### src/rtl/mul_share_arbiter.sv
// mul_share_arbiter: round-robin sharing of one start/done multiplier among NREQ requesters.
// Optional BUSY watchdog enabled by defining MUL_SHARE_ARBITER_TIMEOUT_EN.
module mul_share_arbiter #(
  parameter int N       = 32,
  parameter int NREQ    = 4,
  parameter int IDW     = 2,
  parameter int TIMEOUT = 64
) (
  input  logic                clk,
  input  logic                reset,
  input  logic [NREQ-1:0]     req_valid,
  input  logic [NREQ*N-1:0]   req_a,
  input  logic [NREQ*N-1:0]   req_b,
  output logic [NREQ-1:0]     req_ready,
  output logic [N-1:0]        mul_a,
  output logic [N-1:0]        mul_b,
  output logic                mul_en,
  input  logic                mul_done,
  input  logic [2*N-1:0]      mul_result,
  output logic                resp_valid,
  input  logic                resp_ready,
  output logic [IDW-1:0]      resp_id,
  output logic [2*N-1:0]      resp_result,
  output logic                resp_err,
  output logic                busy
);

  localparam logic [1:0] IDLE  = 2'd0;
  localparam logic [1:0] ISSUE = 2'd1;
  localparam logic [1:0] BUSY  = 2'd2;
  localparam logic [1:0] RESP  = 2'd3;

  if (NREQ < 2 || NREQ > 8 || (1 << IDW) < NREQ || TIMEOUT < 1) begin : g_param_check
    $error("mul_share_arbiter: illegal parameter combination");
  end

  logic [1:0]     state_q, state_d;
  logic [IDW-1:0] rr_ptr_q, rr_ptr_d;
  logic [IDW-1:0] resp_id_q, resp_id_d;
  logic [N-1:0]   mul_a_q, mul_a_d;
  logic [N-1:0]   mul_b_q, mul_b_d;
  logic [2*N-1:0] resp_result_q, resp_result_d;

  logic            gnt_vld;
  logic [IDW-1:0]  gnt_idx;
  logic [NREQ-1:0] gnt_oh;
  logic [N-1:0]    gnt_a, gnt_b;

`ifdef MUL_SHARE_ARBITER_TIMEOUT_EN
  localparam int             CW      = $clog2(TIMEOUT + 1);
  localparam logic [CW-1:0]  TO_LAST = CW'(TIMEOUT - 1);
  logic [CW-1:0] to_cnt_q, to_cnt_d;
  logic          resp_err_q, resp_err_d;
`endif

  // Two passes: indices above rr_ptr first, then wrap to indices at or below it.
  always_comb begin
    gnt_vld = 1'b0;
    gnt_idx = '0;
    gnt_oh  = '0;
    gnt_a   = '0;
    gnt_b   = '0;
    for (int unsigned i = 0; i < NREQ; i++) begin
      if (!gnt_vld && req_valid[i] && (i > 32'(rr_ptr_q))) begin
        gnt_vld    = 1'b1;
        gnt_idx    = IDW'(i);
        gnt_oh[i]  = 1'b1;
        gnt_a      = req_a[i*N +: N];
        gnt_b      = req_b[i*N +: N];
      end
    end
    for (int unsigned i = 0; i < NREQ; i++) begin
      if (!gnt_vld && req_valid[i] && (i <= 32'(rr_ptr_q))) begin
        gnt_vld    = 1'b1;
        gnt_idx    = IDW'(i);
        gnt_oh[i]  = 1'b1;
        gnt_a      = req_a[i*N +: N];
        gnt_b      = req_b[i*N +: N];
      end
    end
  end

  always_comb begin
    state_d       = state_q;
    rr_ptr_d      = rr_ptr_q;
    resp_id_d     = resp_id_q;
    mul_a_d       = mul_a_q;
    mul_b_d       = mul_b_q;
    resp_result_d = resp_result_q;
`ifdef MUL_SHARE_ARBITER_TIMEOUT_EN
    to_cnt_d      = to_cnt_q;
    resp_err_d    = resp_err_q;
`endif
    case (state_q)
      IDLE: begin
        if (gnt_vld) begin
          mul_a_d   = gnt_a;
          mul_b_d   = gnt_b;
          resp_id_d = gnt_idx;
          rr_ptr_d  = gnt_idx;
          state_d   = ISSUE;
        end
      end
      ISSUE: begin
`ifdef MUL_SHARE_ARBITER_TIMEOUT_EN
        to_cnt_d = '0;
`endif
        state_d = BUSY;
      end
      BUSY: begin
        if (mul_done) begin
          resp_result_d = mul_result;
`ifdef MUL_SHARE_ARBITER_TIMEOUT_EN
          resp_err_d    = 1'b0;
`endif
          state_d       = RESP;
`ifdef MUL_SHARE_ARBITER_TIMEOUT_EN
        end else if (to_cnt_q == TO_LAST) begin
          resp_result_d = '0;
          resp_err_d    = 1'b1;
          state_d       = RESP;
        end else begin
          to_cnt_d = to_cnt_q + CW'(1);
`endif
        end
      end
      RESP: begin
        if (resp_ready) begin
          state_d = IDLE;
        end
      end
      default: state_d = IDLE;
    endcase
  end

  always_ff @(posedge clk or negedge reset) begin
    if (!reset) begin
      state_q       <= IDLE;
      rr_ptr_q      <= IDW'(NREQ - 1);
      resp_id_q     <= '0;
      mul_a_q       <= '0;
      mul_b_q       <= '0;
      resp_result_q <= '0;
`ifdef MUL_SHARE_ARBITER_TIMEOUT_EN
      to_cnt_q      <= '0;
      resp_err_q    <= 1'b0;
`endif
    end else begin
      state_q       <= state_d;
      rr_ptr_q      <= rr_ptr_d;
      resp_id_q     <= resp_id_d;
      mul_a_q       <= mul_a_d;
      mul_b_q       <= mul_b_d;
      resp_result_q <= resp_result_d;
`ifdef MUL_SHARE_ARBITER_TIMEOUT_EN
      to_cnt_q      <= to_cnt_d;
      resp_err_q    <= resp_err_d;
`endif
    end
  end

  // Grant is gated by reset so every output reads 0 while reset is held.
  assign req_ready   = (state_q == IDLE && reset) ? gnt_oh : '0;
  assign mul_en      = (state_q == ISSUE);
  assign resp_valid  = (state_q == RESP);
  assign busy        = (state_q != IDLE);
  assign mul_a       = mul_a_q;
  assign mul_b       = mul_b_q;
  assign resp_id     = resp_id_q;
  assign resp_result = resp_result_q;
`ifdef MUL_SHARE_ARBITER_TIMEOUT_EN
  assign resp_err    = resp_err_q;
`else
  assign resp_err    = 1'b0;
`endif

endmodule

### config.mk
export PLATFORM = sky130hd
export DESIGN_NAME = mul_share_arbiter
export DESIGN_NICKNAME = d
export VERILOG_FILES = /design/src/rtl/mul_share_arbiter.sv
export SDC_FILE = /design/constraint.sdc
export NUM_CORES = 1
export LEC_CHECK = 0
export CAP_MARGIN = 20
export CORE_AREA = 5 5 177 179
export CTS_BUF_LIST = sky130_fd_sc_hd__clkbuf_4 sky130_fd_sc_hd__clkbuf_8
export CTS_CLUSTER_SIZE = 14
export DETAILED_ROUTE_END_ITERATION = 16
export DIE_AREA = 0 0 182 184
export DONT_BUFFER_PORTS = 1
export PLACE_DENSITY = 0.51
export SYNTH_ARGS = -nofsm -noshare
export SYNTH_HDL_FRONTEND = slang
export SYNTH_SLANG_ARGS = --single-unit
export TNS_END_PERCENT = 50
### constraint.sdc
create_clock -name clk -period 5.3 [get_ports clk]
set_clock_uncertainty 0.05 [all_clocks]
set_input_delay 1.06 -clock clk [delete_from_list [all_inputs] [get_ports clk]]
set_output_delay 1.06 -clock clk [all_outputs]
set_load 0.005 [all_outputs]
==> out/metrics.yaml <==
run_status:
  status: "complete, no violations"
finish:
  fin_util_pct: 31.97
  synthToLayoutAreaGrowth_pct: 6.297
  n_antenna_cell: 0
  drive_gt1_share_pct: 18.20
  finalNetCount: 1187
timing:
  finalCriticalPeriod_ns: 4.120
  finalHoldViolCount: 0
  maxSlewViolCount: 0
  fin_tns_setup_ns: 0
  worstMarginPinSlew_ns: 1.116
  setup_violations: 0
  fmax_mhz: 242.7
  rsz0062_at_grt: "false"
  relSlewSlack_pct: 25.62
  fin_crit_sh_pct: 77.74
hold_path:
  hold_path_class: "in -> async"
floorplan:
  core_area_um2: 29400
  num_io_pins: 466
  die_h_um: 184
  core.rowCount: 63
  die_w_um: 182
  die_area_um2: 33490
  initial_core_util_pct: 30.07
cts:
  cts_made_buffers: 17
  htreeDepth: 4
  clkTransAtPathRegs_ns: 0.11
  cts_buffer_depth: 2
  cts_tree: "done"
  cts_setup_buffers: 0
  ctsHoldBuffers: 0
  clock_latency_ns: 0.46
  cts_resized: 0
  cts_root_buf: "clkbuf_8"
  clock-sinks: 134
synthesis:
  synthFlopType: "dfrtp_1"
  yosys.area.top_type_share_pct: 37.36
  yosysUniqueCellTypes: 48
  yosys_warnings: 0
  synth_edf_count: 0
  ys_seq_elements: 134
  synth_area_per_cell_um2: 9.528
  synth_area_leaders: "dfrtp_1, mux2_2, o221ai_1, a221oi_1, nor2_1"
  synthArstFlopShare_pct: 100.0
  netlist_area_um2: 8842
  synth_largest_area_cell: "dfrtp_1"
  syn-num-nets: 1260
  seq_area_frac_synth_pct: 37.95
  netlist_instances: 928
  synthTopCellsByCount: "dfrtp_1, nor2_1, nand2_1"
  synth.most_common_cell: "dfrtp_1"
placement:
  numPortBuffers: 0
  hpwl_um: 26410
  gp_congestion: 0.8650
global_routing:
  grt_pass1_vias: 8470
  grt_antenna_before_repair: 1
  grt_max_degree: 139
  grt_pass1_wl_um: 57360
  grt.total_usage_pct: 22.23
  overflow: 0
pwr:
  ir_worst_vdd_uv: 252.9
  power_density_nw_per_um2: 589.8
  p_leak_nw: 3.521
job:
  drv_cap: 0
detailed_routing:
  wire_per_inst_um: 31.63
  drc: 0
  drt_iter0_drc: 779
  routed_wirelength_um: 39800
  dr.pass1.iters: 7
  avgViaCountPerCell: 6.668
  routed-via-count: 8388
  detail-route-antenna-nets: 0
critical_path:
  criticalPathCategory: "reg -> out"
  cp.required_ns: 4.19
  cp-end-kind: "output pin"
  slowest_stage: "dfstp_2"
  startpoint_type: "flip-flop"
  worstPathCellList: "buf_4, inv_2, a21oi_1, o221a_4, and3_1"
  cp.arrival_ns: 3.01
  slowest_delay_ns: 0.81
  cp_max_fo: 44
[sequential cells by signal, summed over array words and instances (netlist names)]
name,cells
resp_result,64
rr_ptr_q,2
mul_a,32
resp_id,2
state_q,2
mul_b,32
[final timing paths]
| kind | endpoint | cells past startpoint | slack [ns] | start |
|---|---|---|---|---|
| worst max-delay path | req_ready[0] | 5 | 1.18 | rr_ptr_q[1] |
| min in group clk | resp_result[33] | 1 | 0.50 | resp_result[33] |
| worst min register to register | resp_result[33] | 1 | 0.50 | resp_result[33] |
| max in group asynchronous | rr_ptr_q[0] | 0 | 4.56 | reset |
| worst max register to register | mul_b[21] | 7 | 1.56 | rr_ptr_q[1] |
| worst min-delay path | mul_a[0] | 0 | 0.23 | reset |
[area by class of cell]
class,count,area (um^2)
Clock buffer,17,234.0
Timing Repair Buffer,14,105.1
Tap cell,390,488.0
Multi-Input combinational cell,682,4991
Inverter,6,22.52
Sequential cell,134,3356
Fill cell,3024,20000
Clock inverter,15,202.7
[where the power goes]
group | leakage (nW) | internal (mW) | switching, mW
sequential | 1.54 | 1.55 | 0.558
clock | 0.218 | 0.451 | 0.549
combinational | 1.77 | 1.07 | 1.37
total | 3.52 | 3.07 | 2.47
[metrics by stage]
step	power, mW	cell area [um^2]	setup WS, ns	cells	hold WS (ns)
final	5.544	9399	1.180	1258	0.2330
after floorplan	3.885	8842	1.896	928	0.4211
after global routing	5.928	9399	1.007	1258	0.1753
after detailed placement	4.577	8962	1.549	1226	0.4756
after CTS	5.603	9399	1.123	1258	0.1852
after global placement	4.539	8962	1.587	1226	0.4792
[cell usage in the layout (no fill, tap or decap), types with 14 or more instances in the layout]
master / instances
a221oi_1: 51
clkbuf_8: 17
a211oi_1: 14
and3_1: 43
nor2_1: 91
o221ai_1: 53
a21oi_1: 57
nand2_1: 83
nand3_1: 55
mux2_2: 64
dfrtp_1: 132
a22oi_1: 26
a2111oi_0: 15
buf_4: 14
a2111oi_2: 14
o32ai_1: 39
a222oi_1: 14
[worst max-delay path, delay by kind of cell (launching register included)]
kind                   cells  cell delay, ns
AOI/OAI and AO/OA          2            0.65
DFF                        1            0.81
buffers and inverters      2            0.78
and+or+nand+nor            1            0.29
[kinds of logic after synthesis]
kind of cell,after synthesis,share of synthesized area [%]
AO/OA/AOI/OAI,319,31.71
AND/OR/NAND/NOR,294,15.28
flip-flops,134,37.95
buffers and inverters,112,6.297
multiplexers,64,8.151
adder cells (fa/ha/maj),4,0.5660
other,1,0.04241
[metal layers]
layer	global-route usage (%)	wire length (um)	vias to the layer above
met5	0	18	-
met4	6.274	648	2
met3	7.083	4092	64
met2	36.45	19390	553
met1	28.33	15640	4244
li1	-	-	3525
Note: power is estimated with default switching activity, not from simulation.
